### src/rtl/pic_page_scheduler.sv
// Purpose: picks the picture page the display reader shows; debounces page requests
//          over whole frames, prefetches the new page, switches only at a frame start.
// Latency: non-boss STABLE_FRAMES frame starts + handshake + 1 frame start; boss skips the debounce.
// Backpressure: load_req holds with a stable load_base until load_ack; PREFETCH/WAIT_DONE bounded by TIMEOUT_CYC.
//
// Ports:
//   clk, rst_n            clock, asynchronous active-low reset
//   picnum, isboss        requested page (0..9 valid) and boss override
//   vsync_start           one-cycle frame-start pulse
//   load_req/load_base    prefetch request and page base address to the reader
//   load_ack/load_done    reader accepted the base / first-line prefetch complete
//   disp_page/disp_base   currently displayed page and its base address
//   commit                one-cycle pulse when disp_page/disp_base change
//   busy, err             switch in progress / one-cycle handshake timeout pulse
module pic_page_scheduler #(
    parameter int STABLE_FRAMES = 3,
    parameter int PAGE_WORDS    = 307200,
    parameter int ADDR_W        = 23,
    parameter int BOSS_PAGE     = 10,
    parameter int TIMEOUT_CYC   = 1000000
) (
    input  logic              clk,
    input  logic              rst_n,
    input  logic [4:0]        picnum,
    input  logic              isboss,
    input  logic              vsync_start,
    output logic              load_req,
    output logic [ADDR_W-1:0] load_base,
    input  logic              load_ack,
    input  logic              load_done,
    output logic [4:0]        disp_page,
    output logic [ADDR_W-1:0] disp_base,
    output logic              commit,
    output logic              busy,
    output logic              err
);

    localparam int                TMO_W    = $clog2(TIMEOUT_CYC + 1);
    localparam logic [4:0]        BOSS     = 5'(BOSS_PAGE);
    localparam logic [3:0]        STABLE   = 4'(STABLE_FRAMES);
    localparam logic [TMO_W-1:0]  TMO_LAST = TMO_W'(TIMEOUT_CYC - 1);

    typedef enum logic [1:0] {
        S_IDLE      = 2'd0,
        S_PREFETCH  = 2'd1,
        S_WAIT_DONE = 2'd2,
        S_ARMED     = 2'd3
    } state_t;

    state_t           r_state;
    state_t           w_state_nxt;
    logic [4:0]       r_cand;
    logic [3:0]       r_cnt;
    logic [4:0]       r_pend;
    logic [TMO_W-1:0] r_tmo;

    logic [4:0]       w_target;
    logic             w_qualified;
    logic             w_tmo_hit;
    logic             w_preempt;
    logic             w_load_req_nxt;
    logic             w_busy_nxt;
    logic             w_err_nxt;
    logic             w_commit_nxt;

    // Full-width product, then truncated to the SDRAM address width.
    function automatic logic [ADDR_W-1:0] f_page_base(input logic [4:0] page);
        return ADDR_W'(64'(page) * 64'(PAGE_WORDS));
    endfunction

    // An out-of-range picnum leaves the target where it was; cand always tracks
    // the previous target, so it stands in for it.
    always_comb begin
        w_target = r_cand;
        if (isboss) begin
            w_target = BOSS;
        end else if (picnum <= 5'd9) begin
            w_target = picnum;
        end
    end

    assign w_qualified = (r_cand == BOSS) || (r_cnt == STABLE);
    assign w_tmo_hit   = (r_tmo == TMO_LAST);
    // Boss request while a non-boss page waits for its frame: drop it, restart.
    assign w_preempt   = (r_cand == BOSS) && (r_pend != BOSS);

    // Frame-count qualifier; a target change restarts the count even if a
    // frame start arrives in the same cycle.
    always_ff @(posedge clk or negedge rst_n) begin
        if (!rst_n) begin
            r_cand <= 5'd0;
            r_cnt  <= 4'd0;
        end else if (w_target != r_cand) begin
            r_cand <= w_target;
            r_cnt  <= 4'd0;
        end else if (vsync_start && (r_cnt != STABLE)) begin
            r_cnt  <= r_cnt + 4'd1;
        end
    end

    // FSM: state register
    always_ff @(posedge clk or negedge rst_n) begin
        if (!rst_n) begin
            r_state <= S_IDLE;
        end else begin
            r_state <= w_state_nxt;
        end
    end

    // FSM: next state. The reader is mid-transaction in PREFETCH/WAIT_DONE, so
    // only the timeout leaves those states early.
    always_comb begin
        w_state_nxt = r_state;
        case (r_state)
            S_IDLE: begin
                if (w_qualified && (r_cand != disp_page)) begin
                    w_state_nxt = S_PREFETCH;
                end
            end
            S_PREFETCH: begin
                if (load_ack) begin
                    w_state_nxt = S_WAIT_DONE;
                end else if (w_tmo_hit) begin
                    w_state_nxt = S_IDLE;
                end
            end
            S_WAIT_DONE: begin
                if (load_done) begin
                    w_state_nxt = S_ARMED;
                end else if (w_tmo_hit) begin
                    w_state_nxt = S_IDLE;
                end
            end
            S_ARMED: begin
                if (w_preempt || vsync_start) begin
                    w_state_nxt = S_IDLE;
                end
            end
            default: w_state_nxt = S_IDLE;
        endcase
    end

    // FSM: outputs, computed one cycle ahead so every port is a flop.
    always_comb begin
        w_load_req_nxt = (w_state_nxt == S_PREFETCH);
        w_busy_nxt     = (w_state_nxt != S_IDLE);
        w_err_nxt      = 1'b0;
        w_commit_nxt   = 1'b0;
        case (r_state)
            S_PREFETCH:  w_err_nxt    = w_tmo_hit && !load_ack;
            S_WAIT_DONE: w_err_nxt    = w_tmo_hit && !load_done;
            S_ARMED:     w_commit_nxt = vsync_start && !w_preempt;
            default:     ;
        endcase
    end

    // Timeout counter restarts on every state change (covers both entries).
    always_ff @(posedge clk or negedge rst_n) begin
        if (!rst_n) begin
            r_tmo <= '0;
        end else if (w_state_nxt != r_state) begin
            r_tmo <= '0;
        end else if ((r_state == S_PREFETCH) || (r_state == S_WAIT_DONE)) begin
            r_tmo <= r_tmo + TMO_W'(1);
        end
    end

    always_ff @(posedge clk or negedge rst_n) begin
        if (!rst_n) begin
            r_pend    <= 5'd0;
            load_req  <= 1'b0;
            load_base <= '0;
            disp_page <= 5'd0;
            disp_base <= '0;
            commit    <= 1'b0;
            busy      <= 1'b0;
            err       <= 1'b0;
        end else begin
            load_req <= w_load_req_nxt;
            busy     <= w_busy_nxt;
            err      <= w_err_nxt;
            commit   <= w_commit_nxt;
            // load_base is only written on the IDLE decision, so it is stable
            // for the whole time load_req is high.
            if ((r_state == S_IDLE) && (w_state_nxt == S_PREFETCH)) begin
                r_pend    <= r_cand;
                load_base <= f_page_base(r_cand);
            end
            if (w_commit_nxt) begin
                disp_page <= r_pend;
                disp_base <= f_page_base(r_pend);
            end
        end
    end

endmodule

### config.mk
export PLATFORM = sky130hd
export DESIGN_NAME = pic_page_scheduler
export DESIGN_NICKNAME = d
export VERILOG_FILES = /design/src/rtl/pic_page_scheduler.sv
export SDC_FILE = /design/constraint.sdc
export NUM_CORES = 1
export LEC_CHECK = 0
export BUFFER_PORTS_ARGS = -buffer_cell sky130_fd_sc_hd__buf_2
export CORE_ASPECT_RATIO = 1.5
export CORE_MARGIN = 2
export CORE_UTILIZATION = 40
export CTS_CLUSTER_DIAMETER = 80
export DETAILED_ROUTE_END_ITERATION = 8
export GPL_TIMING_DRIVEN = 0
export PLACE_DENSITY = 0.65
export SLEW_MARGIN = 20
export SYNTH_ARGS = -nofsm -noshare
export SYNTH_HDL_FRONTEND = slang
export SYNTH_SLANG_ARGS = --single-unit
### constraint.sdc
create_clock -name clk -period 2.68 [get_ports clk]
set_clock_uncertainty 0.05 [all_clocks]
set_input_delay 0.134 -clock clk [delete_from_list [all_inputs] [get_ports clk]]
set_output_delay 0.134 -clock clk [all_outputs]
set_load 0.01 [all_outputs]
==> impl_metrics.py <==
metrics = {
    "run_status": {
        "run_status": "finished, violations left",
        "failed_checks": "setup timing",
    },
    "placed_design": {
        "placed_cell_area_um2": 4855,
        "routabilityCongestion": 0.8293,
        "io_buffer_count": 39,
        "hpwl_mm": 6.817,
        "place_ws_ns": -0.3040,
    },
    "worst_setup_path": {
        "required_ns": 2.85,
        "cp-start-kind": "register",
        "path_max_fanout": 4,
        "setup.worst_path.end_class": "register",
        "crit_arrival_ns": 3.06,
        "path_class": "register to register",
    },
    "global_route": {
        "grt_pass1_vias": 3289,
        "antenna_found_initial": 0,
        "grt_usage_pct": 16.83,
        "overflow": 0,
        "grt_max_degree": 36,
        "grt_pass1_wl_mm": 15.31,
    },
    "synthesis": {
        "synth_edf_count": 0,
        "yosys_most_used_dff": "dfrtp_1",
        "synthSimpleGateAreaFrac_pct": 14.93,
        "syn_area_per_cell_um2": 9.949,
        "synth_seq_area_share_pct": 37.76,
        "synth_cell_types": 50,
        "synth_top_family_by_area": "adder cells",
        "synth_area_um2": 4308,
        "synthMuxAreaShare_pct": 5.025,
        "synth-seq-cells": 65,
        "synth-compound-area-share_pct": 9.178,
        "yosys_warnings": 0,
        "synthAdderAreaFrac_pct": 16.44,
        "syn_inst": 433,
        "async_reset_ff_share_pct": 100.0,
        "synth_xor_area_share_pct": 8.132,
    },
    "timing": {
        "slew_viol_final": 0,
        "tightest_slew_ns": 0.6309,
        "setup_viol": 4,
        "period_minus_slack_ns": 2.886,
        "rsz0062_at_grt": "true",
        "fin_ws_ns": -0.2058,
        "finalHoldViolCount": 0,
        "fmax_mhz": 346.5,
        "slew_headroom_pct": 57.94,
        "timing.final.crit_share_pct": 107.7,
    },
    "die": {
        "fp-row-count": 46,
        "die_h_um": 131.1,
        "core_um2": 10530,
        "io_pins": 66,
        "dieWidth_um": 88.74,
        "initial_core_util_pct": 40.90,
        "die-area_um2": 11630,
    },
    "cells_and_area": {
        "finalInstanceArea_um2": 5539,
        "fillers": 926,
        "multi_input_comb_area_um2": 2619,
        "area_growth_pct": 28.58,
        "nets": 591,
        "regArea_um2": 1635,
        "n_antenna_cell": 0,
        "layout-drive-gt1-share_pct": 30.45,
    },
    "routing": {
        "drc": 0,
        "drtPass1Iterations": 4,
        "drtIter0Drc": 126,
        "vias_per_cell": 4.852,
        "vias": 3280,
        "drtAntennaViolNets": 0,
        "wl_per_cell_um": 13.97,
        "drt-total-wl_mm": 9.445,
    },
    "run": {
        "maxCapViolCount": 0,
    },
    "clocking": {
        "cts_made_buffers": 9,
        "cts.clk_slew.worst_paths_ns": 0.06,
        "root_buffer": "clkbuf_16",
        "clk_latency_ns": 0.34,
        "clock_sinks": 65,
        "h-tree-depth": 3,
        "clockBufferDepth": 2,
        "cts_tree": "built",
    },
    "power_and_ir_drop": {
        "irDropWorstVdd_uv": 586.4,
        "leakage_nw": 2.638,
        "powerDensity_nw_per_um2": 941.4,
    },
    "min_path": {
        "hold_path.class": "input pin to register",
    },
}
==> power breakdown <==
part           internal, mW  switching, mW  leakage [nW]  total, mW
logic                  1.13           1.30          1.65       2.43
clock network         0.913          0.446         0.163       1.36
registers              1.23          0.195         0.825       1.42
total                  3.27           1.94          2.64       5.21
==> routing by layer <==
metal	up-vias	wire length (um)	track usage, %
met1	1570	3724	19.51
li1	1629	-	-
met2	60	5081	28.90
met3	21	387	4.020
met4	0	251	6.902
met5	-	0	0
==> critical path, cell delays in order, from the launching register on <==
cell      delay, ns
dfrtp_2        0.45
ha_4           0.18
ha_4           0.26
inv_2          0.03
fa_1           0.49
inv_2          0.05
ha_4           0.27
nand3_4        0.07
o211ai_1       0.30
a21o_1         0.18
a21oi_2        0.06
xnor2_1        0.12
mux2_2         0.26
==> path summary, 6_finish.rpt <==
check	start	end	slack (ns)	depth (start not counted)
min in group asynchronous	rst_n	disp_base[20]$_DFFE_PN0P_	0.23	2
setup reg to reg	r_cand[2]$_DFFE_PN0N_	load_base[22]$_DFFE_PN0P_	-0.21	12
hold / removal	picnum[0]	r_cand[0]$_DFFE_PN0N_	0.02	3
hold reg to reg	disp_base[20]$_DFFE_PN0P_	disp_base[20]$_DFFE_PN0P_	0.43	2
max in group asynchronous	rst_n	r_cand[1]$_DFFE_PN0N_	1.82	3
setup / recovery	r_cand[2]$_DFFE_PN0N_	load_base[22]$_DFFE_PN0P_	-0.21	12
==> placed cells by master, fill, tap and decap left out, types with 11 or more instances in the layout <==
cell     synthesis  final
ha_1            47     34
nand2_1         43     42
nor3_1          21     21
xnor2_1         27     27
xor2_1          13     13
o21ai_0         15     14
buf_4           26     44
a21oi_1         16     12
buf_2            0     38
conb_1           1     24
inv_1           31     23
ha_4             0     11
dfrtp_1         65     58
nor2_1          22     22
==> cells by family (layout without fill, tap and decap cells) <==
| family | Yosys count | after routing |
|---|---|---|
| DFF | 65 | 65 |
| adders and majority gates | 53 | 53 |
| other | 1 | 24 |
| and+or+nand+nor | 130 | 130 |
| muxes | 18 | 18 |
| buffers and inverters | 68 | 144 |
| xor gates and xnor gates | 40 | 40 |
| AOI/OAI and AO/OA | 58 | 58 |
==> cell usage after synthesis, types with 2 or more instances <==
library cell	count	share of area, %
a21o_1	2	0.35
a21oi_1	16	1.9
a31oi_1	3	0.44
and3_1	2	0.29
buf_4	26	4.5
clkbuf_1	10	0.87
dfrtp_1	65	38
fa_1	6	2.8
ha_1	47	14
inv_1	31	2.7
mux2_2	5	1.3
mux2_4	6	2.1
mux2i_1	7	1.6
nand2_1	43	3.7
nand2b_1	2	0.29
nand3_1	8	0.93
nand3b_1	3	0.52
nand4_1	9	1.3
nor2_1	22	1.9
nor2b_1	4	0.58
nor3_1	21	2.4
nor3b_1	6	1.0
nor4_1	2	0.29
o211ai_1	2	0.35
o21ai_0	15	1.7
o21ba_2	2	0.46
o21bai_1	4	0.70
o22ai_1	2	0.29
o31ai_1	2	0.35
or4_1	2	0.35
xnor2_1	27	5.5
xor2_1	13	2.6
==> layout make-up <==
type,instances,share of cell area [%]
buffer,36,4.450
clock buffer,10,4.134
clock inverter,6,2.078
inverter,31,2.101
multi-input combinational,323,47.28
sequential,65,29.52
tap,144,3.253
timing repair buffer,61,7.183
==> stage by stage <==
stage	setup TNS, ns	std cells	total power [mW]	hold WS (ns)	util (%)
floorplan	-0.04190	456	2.944	-0.2116	-
global placement	-0.7356	639	3.481	0.3486	45.88
detailed placement	-0.9953	640	3.540	0.05328	46.09
CTS	-0.2762	674	5.095	0.0008642	51.13
global route	-0.7675	676	5.598	0.05405	52.59
finish	-0.3051	676	5.214	0.02205	52.59
==> repair_timing <==
| item | 4_1_cts | 5_1_grt |
|---|---|---|
| setup buffers | 17 | 3 |
| resized for setup | 11 | 28 |
| setup endpoints to repair | 8 | 30 |
| endpoints found under the hold margin | 30 | 0 |
| hold buffers | 1 | 0 |
| pin swaps | 9 | 16 |
==> state kept, by name, summed over array words and instances, names as in the netlist, 2 cells and up <==
name	count
disp_page	5
r_cand	5
r_tmo	20
r_cnt	4
disp_base	10
r_pend	5
r_state	2
load_base	10
Note: power is estimated with default switching activity, not from simulation.
